===== src/rtl/spi_pkg.sv =====
// Shared constants, FSM state type and route decode for the node-side SPI responder.
package spi_pkg;

  localparam int SPI_WIDTH = 32;
  localparam int DEST_HI   = 31;
  localparam int DEST_LO   = 28;

  typedef enum logic [1:0] {
    ST_ARM   = 2'd0,
    ST_IDLE  = 2'd1,
    ST_SHIFT = 2'd2
  } state_e;

  // Route decode of a destination nibble against this node's id: {right, left, self}.
  function automatic logic [2:0] route_flags(input logic [3:0] dest, input logic [3:0] id);
    logic [2:0] flags;
    if (dest == id) begin
      flags = 3'b001;
    end else if (dest < id) begin
      flags = 3'b010;
    end else begin
      flags = 3'b100;
    end
    return flags;
  endfunction

endpackage


===== src/rtl/spi_sync.sv =====
// Two-flop synchroniser with a third "previous" flop for edge detection.
// Edges are reported from the second stage against the third, so an input change
// becomes visible as a rise/fall pulse two clocks after it arrives.
module spi_sync #(
  parameter logic RST_VAL = 1'b0
) (
  input  logic clk,
  input  logic reset,
  input  logic din,
  output logic level,
  output logic rise,
  output logic fall
);

  logic [2:0] sync_q;
  logic [2:0] sync_d;

  // Shift the asynchronous input through the synchroniser chain.
  always_comb begin
    sync_d = {sync_q[1:0], din};
  end

  // Synchroniser chain registers, forced to the idle level of the line on reset.
  always_ff @(posedge clk or posedge reset) begin
    if (reset) begin
      sync_q <= {3{RST_VAL}};
    end else begin
      sync_q <= sync_d;
    end
  end

  assign level = sync_q[1];
  assign rise  = sync_q[1] & ~sync_q[2];
  assign fall  = ~sync_q[1] & sync_q[2];

endmodule


===== src/rtl/slave_spi.sv =====
// Node-side SPI mode-0 responder: receives one instruction per chip-select frame,
// decodes its destination against NODE_ID and shifts a response word out on miso.
module slave_spi
  import spi_pkg::*;
#(
  parameter int         WIDTH   = SPI_WIDTH,
  parameter logic [3:0] NODE_ID = 4'd0
) (
  input  logic             clk,
  input  logic             reset,
  input  logic             sclk,
  input  logic             cs_n,
  input  logic             mosi,
  output logic             miso,
  input  logic [WIDTH-1:0] tx_word,
  output logic [WIDTH-1:0] rx_instr,
  output logic             rx_valid,
  output logic             for_self,
  output logic             for_left,
  output logic             for_right,
  output logic             frame_err
);

  localparam int             CW       = $clog2(WIDTH + 2);
  localparam logic [CW-1:0]  CNT_FULL = CW'(WIDTH);
  localparam logic [CW-1:0]  CNT_SAT  = CW'(WIDTH + 1);

  logic sclk_level_unused, sclk_rise_s, sclk_fall_s;
  logic cs_level_s, cs_rise_s, cs_fall_s;
  logic mosi_s, mosi_rise_unused, mosi_fall_unused;

  spi_sync #(.RST_VAL(1'b0)) u_sync_sclk (
    .clk(clk), .reset(reset), .din(sclk),
    .level(sclk_level_unused), .rise(sclk_rise_s), .fall(sclk_fall_s)
  );

  spi_sync #(.RST_VAL(1'b1)) u_sync_cs (
    .clk(clk), .reset(reset), .din(cs_n),
    .level(cs_level_s), .rise(cs_rise_s), .fall(cs_fall_s)
  );

  spi_sync #(.RST_VAL(1'b0)) u_sync_mosi (
    .clk(clk), .reset(reset), .din(mosi),
    .level(mosi_s), .rise(mosi_rise_unused), .fall(mosi_fall_unused)
  );

  state_e           state_q, state_d;
  logic [1:0]       arm_cnt_q, arm_cnt_d;
  logic [CW-1:0]    bit_cnt_q, bit_cnt_d;
  logic [WIDTH-1:0] rx_shift_q, rx_shift_d;
  logic [WIDTH-1:0] tx_shift_q, tx_shift_d;
  logic             miso_q, miso_d;
  logic [WIDTH-1:0] rx_instr_q, rx_instr_d;
  logic [2:0]       flags_q, flags_d;      // {right, left, self}
  logic             rx_valid_q, rx_valid_d;
  logic             frame_err_q, frame_err_d;

  // FSM state register.
  always_ff @(posedge clk or posedge reset) begin
    if (reset) begin
      state_q <= ST_ARM;
    end else begin
      state_q <= state_d;
    end
  end

  // Next-state logic. ARM leaves only once cs_n has read high for three straight
  // cycles, which flushes the synchroniser's reset value so a chip select that was
  // already low across reset cannot look like a fresh frame start.
  always_comb begin
    state_d = state_q;
    case (state_q)
      ST_ARM: begin
        if (cs_level_s && (arm_cnt_q == 2'd2)) begin
          state_d = ST_IDLE;
        end else begin
          state_d = ST_ARM;
        end
      end
      ST_IDLE: begin
        if (cs_fall_s) begin
          state_d = ST_SHIFT;
        end else begin
          state_d = ST_IDLE;
        end
      end
      ST_SHIFT: begin
        if (cs_rise_s) begin
          state_d = ST_IDLE;
        end else begin
          state_d = ST_SHIFT;
        end
      end
      default: begin
        state_d = ST_ARM;
      end
    endcase
  end

  // Per-state datapath: frame load, bit shifting, and frame close / route decode.
  always_comb begin
    arm_cnt_d   = 2'd0;
    bit_cnt_d   = bit_cnt_q;
    rx_shift_d  = rx_shift_q;
    tx_shift_d  = tx_shift_q;
    miso_d      = miso_q;
    rx_instr_d  = rx_instr_q;
    flags_d     = flags_q;
    rx_valid_d  = 1'b0;
    frame_err_d = 1'b0;
    case (state_q)
      ST_ARM: begin
        miso_d = 1'b0;
        if (!cs_level_s) begin
          arm_cnt_d = 2'd0;
        end else if (arm_cnt_q == 2'd2) begin
          arm_cnt_d = arm_cnt_q;
        end else begin
          arm_cnt_d = arm_cnt_q + 2'd1;
        end
      end
      ST_IDLE: begin
        // A frame start wins over any sclk edge seen in the same cycle.
        if (cs_fall_s) begin
          tx_shift_d = tx_word;
          miso_d     = tx_word[WIDTH-1];
          bit_cnt_d  = {CW{1'b0}};
        end else begin
          miso_d = 1'b0;
        end
      end
      ST_SHIFT: begin
        // Frame close takes priority; a coincident sclk rise is not counted.
        if (cs_rise_s) begin
          miso_d = 1'b0;
          if (bit_cnt_q == CNT_FULL) begin
            rx_instr_d = rx_shift_q;
            flags_d    = route_flags(rx_shift_q[WIDTH-1 -: 4], NODE_ID);
            rx_valid_d = 1'b1;
          end else begin
            frame_err_d = 1'b1;
          end
        end else begin
          if (sclk_rise_s) begin
            if (bit_cnt_q < CNT_FULL) begin
              rx_shift_d = {rx_shift_q[WIDTH-2:0], mosi_s};
            end else begin
              rx_shift_d = rx_shift_q;
            end
            if (bit_cnt_q != CNT_SAT) begin
              bit_cnt_d = bit_cnt_q + {{(CW-1){1'b0}}, 1'b1};
            end else begin
              bit_cnt_d = bit_cnt_q;
            end
          end else begin
            bit_cnt_d = bit_cnt_q;
          end
          if (sclk_fall_s) begin
            tx_shift_d = tx_shift_q << 1;
            if (bit_cnt_q < CNT_FULL) begin
              miso_d = tx_shift_q[WIDTH-2];
            end else begin
              miso_d = 1'b0;
            end
          end else begin
            tx_shift_d = tx_shift_q;
          end
        end
      end
      default: begin
        miso_d = 1'b0;
      end
    endcase
  end

  // Datapath and output registers.
  always_ff @(posedge clk or posedge reset) begin
    if (reset) begin
      arm_cnt_q   <= 2'd0;
      bit_cnt_q   <= {CW{1'b0}};
      rx_shift_q  <= {WIDTH{1'b0}};
      tx_shift_q  <= {WIDTH{1'b0}};
      miso_q      <= 1'b0;
      rx_instr_q  <= {WIDTH{1'b0}};
      flags_q     <= 3'b000;
      rx_valid_q  <= 1'b0;
      frame_err_q <= 1'b0;
    end else begin
      arm_cnt_q   <= arm_cnt_d;
      bit_cnt_q   <= bit_cnt_d;
      rx_shift_q  <= rx_shift_d;
      tx_shift_q  <= tx_shift_d;
      miso_q      <= miso_d;
      rx_instr_q  <= rx_instr_d;
      flags_q     <= flags_d;
      rx_valid_q  <= rx_valid_d;
      frame_err_q <= frame_err_d;
    end
  end

  assign miso      = miso_q;
  assign rx_instr  = rx_instr_q;
  assign rx_valid  = rx_valid_q;
  assign for_self  = flags_q[0];
  assign for_left  = flags_q[1];
  assign for_right = flags_q[2];
  assign frame_err = frame_err_q;

endmodule

===== config.mk =====
export PLATFORM = sky130hd
export DESIGN_NAME = slave_spi
export DESIGN_NICKNAME = d
export VERILOG_FILES = /design/src/rtl/spi_pkg.sv /design/src/rtl/spi_sync.sv /design/src/rtl/slave_spi.sv
export SDC_FILE = /design/constraint.sdc
export NUM_CORES = 1
export LEC_CHECK = 0
export CELL_PAD_IN_SITES_DETAIL_PLACEMENT = 0
export CELL_PAD_IN_SITES_GLOBAL_PLACEMENT = 1
export CORE_ASPECT_RATIO = 1.4
export CORE_MARGIN = 2
export CORE_UTILIZATION = 50
export CTS_BUF_LIST = sky130_fd_sc_hd__clkbuf_4 sky130_fd_sc_hd__clkbuf_8
export DETAILED_ROUTE_END_ITERATION = 10
export HOLD_SLACK_MARGIN = 0.06
export PLACE_DENSITY_LB_ADDON = 0.2
export RECOVER_POWER = 25
export SYNTH_ARGS = -nofsm -noshare
export SYNTH_HDL_FRONTEND = slang
export SYNTH_SLANG_ARGS = --single-unit
export TNS_END_PERCENT = 30

===== constraint.sdc =====
create_clock -name clk -period 10.2 [get_ports clk]
set_clock_uncertainty 0.1 [all_clocks]
set_input_delay 3.06 -clock clk [delete_from_list [all_inputs] [get_ports clk]]
set_output_delay 3.06 -clock clk [all_outputs]
set_load 0.1 [all_outputs]

After elaboration in Yosys (flattened, before gate mapping)
Index checks and enable logic that the tools add are counted.
- register bits after elaboration: 119
- bits of input ports: 37
- output and inout bits: 38
- word-level logic and storage cells: 75
- add/subtract/negate cells: 2
- order comparisons: 2
- eq/ne operators: 12
- mux-type cells: 29
- bitwise gates (word level): 9
- reduce and logical (&&, ||, !) cells: 8
- operators with widths (operator ; count):
    $mux W31 ; 3
    $pmux W31 S2 ; 1
    $mux W6 ; 4
    $pmux W6 S2 ; 1
    $mux W1 ; 11
    $mux W2 ; 5
    $ne A2 B2 Y1 const B ; 5
    $reduce_and A4 Y1 ; 2
    $add A6 B1 Y6 const B ; 1
    $eq A6 B6 Y1 const B ; 1
    $lt A6 B6 Y1 const B ; 1
    $mux W3 ; 2
    $ne A3 B3 Y1 const B ; 2
    $ne A6 B6 Y1 const B ; 1
    $pmux W2 S3 ; 1
    $not A1 Y1 ; 5
    $reduce_and A5 Y1 ; 1
    $and A1 B1 Y1 ; 4
    $eq A2 B2 Y1 const B ; 2
    $logic_not A4 Y1 ; 1
    $lt A4 B1 Y1 const B ; 1
    $reduce_and A3 Y1 ; 1
    $add A2 B1 Y2 const B ; 1
    $eq A2 B1 Y1 const B ; 1
    other kinds (4) ; 4

Longest topological paths before layout
- depth in word-level cells: 5
- mapped depth: 8

Hierarchy
Synthesis repeated with hierarchy kept, for this count alone.
- cell total of the unflattened synthesis: 386
- area total of the unflattened synthesis: 5103.6 sq um
- by module, submodules not included (module ; instances ; cells an instance ; area an instance (sq um)):
    slave_spi ; 1 ; 368 ; 4818.4
    spi_sync (u_sync_mosi ...) ; 2 ; 6 ; 93.8
    spi_sync (u_sync_cs) ; 1 ; 6 ; 97.6

Worst setup path before layout
OpenSTA, ideal clock, no wires.
- path kind: reg2out
- from: reg flags_q[2]
- to: out for_right
- arrival: 0.898 ns
- setup slack: 6.142 ns
- stages on the path, launching flop included: 1
- buffers on the path: 0
- cells stage by stage: dfrtp_1
- RTL lines (item ; RTL line ; source):
    start, declared ; slave_spi.sv:54 ; logic [2:0] flags_q, flags_d;
    start signal, assigned ; slave_spi.sv:195 ; flags_q <= flags_d;
    end, declared ; slave_spi.sv:20 ; output logic for_right,
No word-level cell between the ends.

Final worst setup path
- from: reg state_q[0]
- to: reg rx_instr_q[17], in the netlist rx_instr[17]
- longest elaborated chain between the ends: 2
- RTL lines (item ; RTL line ; source):
    start, declared ; slave_spi.sv:47 ; state_e state_q, state_d;
    start signal, assigned ; slave_spi.sv:63 ; state_q <= state_d;
    $eq A2 B2 Y1 ; slave_spi.sv:111 ; case (state_q)
    $reduce_and A3 Y1 (no source line) ; -- ;
    end signal, assigned ; slave_spi.sv:184 ; rx_instr_q <= {WIDTH{1'b0}};
    end signal, assigned ; slave_spi.sv:194 ; rx_instr_q <= rx_instr_d;
    end, declared ; slave_spi.sv:53 ; logic [WIDTH-1:0] rx_instr_q, rx_instr_d;
No other way between the ends.
A chain may end at the register's enable or synchronous reset.

==> impl_metrics.xml <==
<?xml version="1.0" encoding="UTF-8"?>
<metrics>
  <group name="hold_path">
    <metric name="timing.hold.worst.class" unit="">flop to flop</metric>
    <metric name="min_from" unit="">u_sync_mosi.sync_q[0]$_DFF_PP0_</metric>
    <metric name="hold_path_depth" unit="">0</metric>
  </group>
  <group name="critical_path">
    <metric name="timing.critical_path.slowest_stage_cell" unit="">nand4_1</metric>
    <metric name="worst_setup_ep_type" unit="">flop</metric>
    <metric name="critPathMaxFanout" unit="">51</metric>
    <metric name="critical_path_arrival" unit="ns">5.85</metric>
    <metric name="crit_path_max_incr_delay" unit="ns">2.16</metric>
    <metric name="cells_along_the_critical_path" unit="">inv_1 &gt; ha_1 &gt; clkbuf_1 &gt; nand4_1 &gt; mux2_2</metric>
    <metric name="cp.required" unit="ns">10.40</metric>
    <metric name="cp-startpoint" unit="">state_q[0]$_DFF_PP0_</metric>
    <metric name="r2r_start" unit="">state_q[0]$_DFF_PP0_</metric>
    <metric name="setup.worst_path.class" unit="">flop to flop</metric>
    <metric name="critPathLaunchType" unit="">flop</metric>
    <metric name="worst_r2r_path_depth" unit="">5</metric>
  </group>
  <group name="detailed_routing">
    <metric name="wl" unit="mm">8.76</metric>
    <metric name="first_pass_iters" unit="">4</metric>
    <metric name="antenna_violating_nets_post_route" unit="">0</metric>
    <metric name="vias" unit="">2988</metric>
    <metric name="number_of_vias_per_cell" unit="">5.20</metric>
    <metric name="routedWlPerCell" unit="µm">15.2</metric>
    <metric name="count_of_unresolved_drc_violations_after_routing" unit="">0</metric>
    <metric name="detailed_router_s_first_iteration_violation_count" unit="">105</metric>
  </group>
  <group name="timing">
    <metric name="finalSetupTns" unit="ns">0</metric>
    <metric name="rsz0062_at_grt" unit="">no</metric>
    <metric name="clock.fmax" unit="GHz">0.177</metric>
    <metric name="hold_violations" unit="">0</metric>
    <metric name="final_max_slew_viol_count" unit="">121</metric>
    <metric name="layout_min_cycle_time" unit="ns">5.65</metric>
    <metric name="maxSlewHeadroom" unit="">-0.687</metric>
    <metric name="tightestPinTransition" unit="ns">2.53</metric>
    <metric name="period_utilisation_layout" unit="">0.554</metric>
    <metric name="final-setup-viol-count" unit="">0</metric>
  </group>
  <group name="outcome">
    <metric name="outcome" unit="">finished, violations left</metric>
    <metric name="violations" unit="">capacitance limit, slew limit</metric>
  </group>
  <group name="synth">
    <metric name="ys_async_sr_fraction" unit="">1.00</metric>
    <metric name="syn-cell-area" unit="µm²">5110</metric>
    <metric name="yosysSeqAreaShare" unit="">0.579</metric>
    <metric name="post_synthesis_cells" unit="">349</metric>
    <metric name="ys_seq_elements" unit="">118</metric>
    <metric name="ys_dominant_reg_cell" unit="">dfrtp_1</metric>
    <metric name="synth-simple-area-share" unit="">0.0505</metric>
    <metric name="synth_warnings" unit="">0</metric>
    <metric name="synthXorXnorAreaFrac" unit="">0.00171</metric>
    <metric name="synth.distinct_cells" unit="">39</metric>
    <metric name="post_synth_mux_area_share" unit="">0.275</metric>
    <metric name="synth_enable_flop_cells" unit="">0</metric>
    <metric name="yosys.area_share.adder" unit="">0.0218</metric>
    <metric name="synthesized_area_fraction_occupied_by_ao_oa_aoi_and_oai_cells" unit="">0.0363</metric>
    <metric name="postSynthNetCount" unit="">394</metric>
    <metric name="post_synth.cell_area_avg" unit="µm²">14.6</metric>
    <metric name="synth_top_family_by_area" unit="">multiplexers</metric>
  </group>
  <group name="global_routing">
    <metric name="gr-total-overflow" unit="">0</metric>
    <metric name="grt_pass1_wl" unit="mm">14.7</metric>
    <metric name="grt_usage" unit="">0.178</metric>
    <metric name="maximum_number_of_pins_on_one_net_before_global_route_repair" unit="">85</metric>
    <metric name="initial_antenna_violation_count" unit="">0</metric>
    <metric name="first_global_vias" unit="">3213</metric>
  </group>
  <group name="pwr">
    <metric name="p_per_area" unit="nW/µm²">212</metric>
    <metric name="vdd.ir_drop.worst" unit="V">0.000170</metric>
    <metric name="leak_pwr" unit="nW">2.96</metric>
  </group>
  <group name="layout">
    <metric name="area_delta_synth_final" unit="%">24.2</metric>
    <metric name="layout.nets" unit="">473</metric>
    <metric name="finish.utilization" unit="">0.637</metric>
    <metric name="post_route_non_filler_standard_cell_count" unit="">575</metric>
    <metric name="antennaDiodeCount" unit="">0</metric>
    <metric name="layout-drive-gt1-share" unit="">0.352</metric>
    <metric name="design_area" unit="µm²">6340</metric>
    <metric name="final_cell_mix" unit="">115 x mux2_2, 115 x dfrtp_1, 73 x clkdlybuf4s50_1</metric>
  </group>
  <group name="clock_network">
    <metric name="clk_root_buffer_cell" unit="">clkbuf_8</metric>
    <metric name="post_cts.resized_instances" unit="">0</metric>
    <metric name="clock_transition_at_the_register_clock_pins_on_the_worst_setup_and_hold_paths_after_cts" unit="ns">0.06</metric>
    <metric name="clock_insertion_delay_worst_skew" unit="ns">0.42</metric>
    <metric name="h-tree-depth" unit="">4</metric>
    <metric name="tritoncts" unit="">done</metric>
    <metric name="cts_buffer_depth" unit="">2</metric>
    <metric name="cts_setup_buffers" unit="">0</metric>
    <metric name="numClockSinks" unit="">118</metric>
    <metric name="postCtsHoldBufs" unit="">0</metric>
    <metric name="numCtsBuffers" unit="">17</metric>
  </group>
  <group name="placement">
    <metric name="detailed_place_hpwl" unit="mm">5.75</metric>
    <metric name="dp_cells" unit="">544</metric>
    <metric name="gp_routability_congestion" unit="">0.689</metric>
    <metric name="post_dp_cell_area" unit="µm²">5910</metric>
    <metric name="place.port_buffers" unit="">73</metric>
  </group>
  <group name="die">
    <metric name="ioPinCount" unit="">75</metric>
    <metric name="die-width" unit="µm">89.4</metric>
    <metric name="effective_utilization_at_floorplan" unit="">0.513</metric>
    <metric name="core_area" unit="µm²">9950</metric>
    <metric name="fp.dieArea" unit="µm²">11100</metric>
    <metric name="height_of_the_chip" unit="µm">124</metric>
    <metric name="rows" unit="">43</metric>
  </group>
  <group name="job">
    <metric name="maxCapViolations" unit="">3</metric>
  </group>
</metrics>
==> stage by stage <==
step / hold slack (ns) / power, mW / worst slack [ns]
6_report: 0.250 / 1.35 / 4.55
2_1_floorplan: 0.231 / 0.823 / 3.92
3_5_place_dp: 0.236 / 0.881 / 5.17
5_1_grt: 0.269 / 1.43 / 3.97
3_3_place_gp: 0.232 / 0.869 / 5.20
4_1_cts: 0.255 / 1.37 / 5.06
==> per-layer routing <==
metal / share of wire / track usage
met3: 0.046 / 0.0537
met4: 0.021 / 0.0942
met2: 0.52 / 0.292
met1: 0.42 / 0.209
met5: 0 / 0
==> where the power goes <==
part / switching (mW) / internal, mW
clock network: 0.176 / 0.303
logic: 0.128 / 0.156
registers: 0.0394 / 0.546
total: 0.343 / 1.00
==> registers in the layout (all words and copies together), names as in the netlist <==
| signal | count |
|---|---|
| rx_instr | 32 |
| rx_shift_q | 32 |
| tx_shift_q | 31 |
| bit_cnt_q | 6 |
| u_sync_cs.sync_q | 3 |
| u_sync_sclk.sync_q | 3 |
| arm_cnt_q | 2 |
| flags_q | 2 |
| state_q | 2 |
| u_sync_mosi.sync_q | 2 |
| frame_err | 1 |
| miso | 1 |
| rx_valid | 1 |
==> synth_stat cells, types with 5 or more instances <==
master	n	share of area
buf_6	6	0.013
nand3_1	6	0.0059
mux2_2	115	0.25
nor2_1	6	0.0044
dfrtp_1	115	0.56
ha_1	8	0.020
a21oi_1	5	0.0049
nand2_1	12	0.0088
inv_1	12	0.0088
buf_2	7	0.0069
mux2_1	9	0.020
==> cell type report <==
type | count | area [µm²]
clock buffers | 23 | 317
repair buffers | 77 | 753
well taps | 135 | 169
flip-flops and latches | 118 | 2960
multi-input cells | 202 | 1960
clock inverters | 8 | 143
inverters | 12 | 47.5
fillers | 804 | 3610
==> path summary, 6_finish.rpt <==
check                                                  endpoint  slack [ns]
worst min-delay path            u_sync_mosi.sync_q[1]$_DFF_PP0_        0.25
max in group asynchronous              rx_instr[13]$_DFFE_PP0P_        5.75
worst min register to register  u_sync_mosi.sync_q[1]$_DFF_PP0_        0.25
worst max register to register         rx_instr[17]$_DFFE_PP0P_        4.55
min in group asynchronous       u_sync_sclk.sync_q[0]$_DFF_PP0_        2.88
worst max-delay path                   rx_instr[17]$_DFFE_PP0P_        4.55
==> cells by family after synthesis <==
logic type	count (synthesis)
muxes	125
and+or+nand+nor	43
AOI/OAI and AO/OA	23
xor gates and xnor gates	1
adders and majority gates	9
DFF	118
buffers and inverters	29
other	1
==> worst max-delay path: cells and delay by family (launching register included) <==
family                   cells  cell delay (ns)
AND/OR/NAND/NOR              1             2.16
buffers and inverters        2             1.88
multiplexers                 1             0.83
flip-flops                   1             0.40
adder cells (fa/ha/maj)      1             0.14
Note: power is estimated with default switching activity, not from simulation.
